`config.mk`:
```
export PLATFORM = sky130hd
export DESIGN_NAME = aes_block_demux
export DESIGN_NICKNAME = d
export VERILOG_FILES = /design/src/rtl/aes_block_demux.sv
export SDC_FILE = /design/constraint.sdc
export NUM_CORES = 1
export LEC_CHECK = 0
export BUFFER_PORTS_ARGS = -buffer_cell sky130_fd_sc_hd__buf_2
export CAP_MARGIN = 30
export CORE_UTILIZATION = 41
export CTS_CLUSTER_DIAMETER = 150
export DETAILED_ROUTE_END_ITERATION = 8
export HOLD_SLACK_MARGIN = 0.05
export PLACE_DENSITY = 0.71
export SLEW_MARGIN = 20
export SYNTH_ARGS = -nofsm -noshare
export SYNTH_HDL_FRONTEND = slang
export SYNTH_SLANG_ARGS = --single-unit
```
`constraint.sdc`:
```
create_clock -name clk -period 3.3 [get_ports clk]
set_input_delay 0.99 -clock clk [delete_from_list [all_inputs] [get_ports clk]]
set_output_delay 0.99 -clock clk [all_outputs]
set_load 0.01 [all_outputs]
```
`src/rtl/aes_block_demux.sv`:
```
// aes_block_demux: steers one held DATA_W block to output 0 or 1 with valid/ready handshakes.
// Optional per-output delivery counters are built only when AES_DEMUX_CNT_EN is defined.
module aes_block_demux #(
  parameter int DATA_W = 128
) (
  input  logic              clk,
  input  logic              rst_n,
  input  logic [DATA_W-1:0] in_data,
  input  logic              in_valid,
  input  logic              in_sel,
  output logic              in_ready,
  output logic              out0_valid,
  input  logic              out0_ready,
  output logic              out1_valid,
  input  logic              out1_ready,
  output logic [DATA_W-1:0] out_data,
  output logic              busy,
  output logic [15:0]       cnt0,
  output logic [15:0]       cnt1
);
  typedef enum logic [1:0] {IDLE, HOLD0, HOLD1} state_t;
  state_t            state_q;
  logic [DATA_W-1:0] data_q;
  logic              in_xfer;
  assign out0_valid = state_q == HOLD0;
  assign out1_valid = state_q == HOLD1;
  assign busy       = state_q != IDLE;
  assign out_data   = data_q;
  assign in_ready   = (state_q == IDLE) || (out0_valid && out0_ready) || (out1_valid && out1_ready);
  assign in_xfer    = in_valid && in_ready;
  // in_ready without a new block means the held block just left (or nothing was held)
  always_ff @(posedge clk) begin
    if (!rst_n) begin
      state_q <= IDLE;
      data_q  <= '0;
    end else if (in_xfer) begin
      state_q <= in_sel ? HOLD1 : HOLD0;
      data_q  <= in_data;
    end else if (in_ready) begin
      state_q <= IDLE;
    end
  end
`ifdef AES_DEMUX_CNT_EN
  logic [15:0] cnt0_q, cnt1_q;
  always_ff @(posedge clk) begin
    if (!rst_n) begin
      cnt0_q <= '0;
      cnt1_q <= '0;
    end else begin
      if (out0_valid && out0_ready) cnt0_q <= cnt0_q + 16'd1;
      if (out1_valid && out1_ready) cnt1_q <= cnt1_q + 16'd1;
    end
  end
  assign cnt0 = cnt0_q;
  assign cnt1 = cnt1_q;
`else
  assign cnt0 = '0;
  assign cnt1 = '0;
`endif
endmodule
```
-- Yosys cells after proc, flatten, opt, wreduce, memory -nomap -nowiden
Cells that the tools add are included.
- equal/unequal tests: 2
- reductions and logical operators: 8
- muxes and demuxes: 3
- operators with widths (kind ; count):
    2-to-1 mux 2 bit ; 3
    nonzero test 2 bit ; 2
    logical AND 1 bit ; 3
    == test 2 x 1 -> 1 bit, second input constant ; 1
    == test 2 bit, second input constant ; 1
    logical NOT 2 bit ; 1
    logical OR 1 bit ; 2
- flip-flop bits (word level): 130
- input port bits: 134
- word-level logic and storage cells: 15

-- Longest topological paths before layout
- word-level depth: 6
- mapped depth: 5

-- Worst setup path before layout
No wires, ideal clock.
- kind: in2out
- from: input out0_ready
- to: output in_ready
- setup slack: 922 ps
- stages: 2
- required time: 2310 ps
- data arrival time: 1388 ps
- cell sequence: and2b_1 a21oi_1
- word-level cells in the longest chain between the ends: 3
- ends and longest elaborated chain (element ; line ; source):
    from (decl) ; 13 ; input logic out0_ready,
    logical AND 1 bit ; 29 ; assign in_ready = (state_q == IDLE) || (out0_valid && out0_ready) || (out1_valid && out1_ready);
    logical OR 1 bit (2 in series) ; 29 ;
    to (decl) ; 11 ; output logic in_ready,
Every way passes these cells.

-- Worst setup path in the final report
Same ends and word-level chain as after synthesis.

==> impl_metrics.tcl <==
set metrics [dict create \
    outcome "completed" \
    floorplan.initialDensity_pct 42.7 \
    worst_setup_path_start_kind "primary input" \
    period_share_pct 76.8 \
    die_area_um2 13800 \
    dpl-instance-area_um2 6810 \
    drtAntennaViolNets 0 \
    grt_usage_pct 17.8 \
    synth_cell_types 19 \
    die_width_um 118 \
    placed_cells 1011 \
    end_kind "primary output" \
    synthesized_cell_area_um2 5470 \
    num_vias 4587 \
    hold_path.class "register to register" \
    crit_fanout 3 \
    path_clk_slew_ns 0.06 \
    worst-setup-path-type "primary input to primary output" \
    hpwlAfterDp_mm 8.86 \
    initialDrtViolationCount 154 \
    tightestPinTransition_ns 0.578 \
    slew_headroom_pct 61.4 \
    finalMaxSlewViolations 0 \
    synth-seq-area-share_pct 47.6 \
    num_antenna_cells 0 \
    layout_setup_ws_ns 0.766 \
    power-per-cell-area_nw_per_um2 577 \
    postSynthCellCount 605 \
    largest_net_degree_at_the_start_of_global_routing 84 \
    fmax_mhz 395 \
    final_hold_viol_count 0 \
    register_bit_total_from_synthesis 130 \
    hold_slack_final_ns 0.451 \
    layout.nets 992 \
    fillerInstances 1201 \
    layout.cell_area.non_filler_um2 7380 \
    cts.sink_count 130 \
    rsz0062_at_grt "false" \
    layout_common_cells "buf_2, nand2_1, dfxtp_1, mux2i_1, conb_1" \
    drive_above_1_share_pct 35.6 \
    commonest_non_fill_non_tap_cell_in_the_layout "buf_2" \
    place.gp.congestion 0.788 \
    first_pass_iters 4 \
    final.setup.tns_ns 0 \
    grt_pass1_vias 4265 \
    vdd.ir_drop.worst_mv 0.338 \
    multi_input_gate_area_in_the_final_layout_um2 2480 \
    insertion_delay_ns 0.41 \
    totalWireLength_mm 12.3 \
    cts_bufs_inserted 17 \
    synth-warning-count 0 \
    wire_per_inst_um 11.8 \
    grt_antenna_before_repair 0 \
    area_taken_by_flip_flops_and_latches_um2 2600 \
    timing.clock.skew_ns 0.00744 \
    maxCapViolCount 0 \
    pre_cts_ws_ns 0.765 \
    cts-hold-fix-buffers 0 \
    core_area_um2 12800 \
    overflow 0 \
    postLayoutCoreUtil_pct 57.5 \
    worst-endpoint-required_ns 2.31 \
    dieHeight_um 118 \
    buffers_on_ports 265 \
    stdcell_count 1042 \
    area.growth.synth_to_final_pct 34.9 \
    std_cell_rows 41 \
    cts_resized 0 \
    syn-mean-instance-area_um2 9.04 \
    postCtsSetupRepairBufs 0 \
    htreeDepth 4 \
    cts.root.buffer_cell "clkbuf_16" \
    routed_via_density 4.40 \
    remaining_drc_errors 0 \
    leakage_component_of_the_power_nw 3.99 \
    global_route_wire_length_before_repair_mm 19.8 \
    cts_tree "yes" \
    boundaryPins 298 \
    worstPathArrival_ns 1.54 \
    period_needed_ns 2.53 \
    report.power.total_mw 4.26 \
    ctsLongestPathBuffers 2 \
    setup_viol 0 \
]
kinds of logic after synthesis:
kind of cell,count (synthesis),share of synthesized area (%)
multiplexers,128,23.4
other,1,0.0686
buffers and inverters,76,9.35
flip-flops,130,47.6
AO/OA/AOI/OAI,4,0.709
AND/OR/NAND/NOR,266,18.9
cells in the mapped netlist (all sizes together):
master	n	area, µm²
nand2	256	961
dfxtp	130	2600
mux2i	128	1280
buf	50	414
clkbuf	25	93.8
nor2b	4	25.0
nand2b	3	26.3
a21oi	1	5.00
a32o	1	10.0
and2	1	6.26
and2b	1	7.51
conb	1	3.75
inv	1	3.75
o221a	1	11.3
o22ai	1	12.5
or2	1	6.26
where the power goes:
part           switching, mW  total (mW)  internal, mW
clock network          0.663        1.80          1.14
logic                  0.362       0.681         0.319
registers             0.0646        1.77          1.71
total                   1.09        4.26          3.17
final timing paths:
| check | slack, ns | cells past startpoint | start | to |
|---|---|---|---|---|
| hold / removal | 0.45 | 2 | out_data[28] | out_data[28] |
| hold reg to reg | 0.45 | 2 | out_data[28] | out_data[28] |
| setup / recovery | 0.77 | 4 | out0_ready | in_ready |
| setup reg to reg | 1.60 | 4 | state_q[0] | out_data[10] |
sequential cells by signal (all words and copies together), names as in the netlist:
name and cells:
out_data 128, state_q 2
critical path, cell delays in order:
cell     delay [ns]
buf_2          0.10
and2b_1        0.26
a21oi_1        0.05
buf_2          0.14
cell type report:
cell class	instances	area share (%)
clock buffer	21	6.24
clock inverter	10	1.49
inverter	1	0.0509
multi-input combinational	430	33.6
sequential	130	35.3
tap	172	2.92
timing repair buffer	278	20.4
routing by layer:
metal  GRT usage (%)  part of all wire (%)  wire (µm)  vias up
met1            19.9                    42       5180     2010
li1                -                     -          -     2374
met4            8.17                   2.1        257        0
met3            7.32                   8.9       1090       21
met5               0                     0          0        -
met2            29.5                    47       5750      182
(Power assumes the default switching activity.)
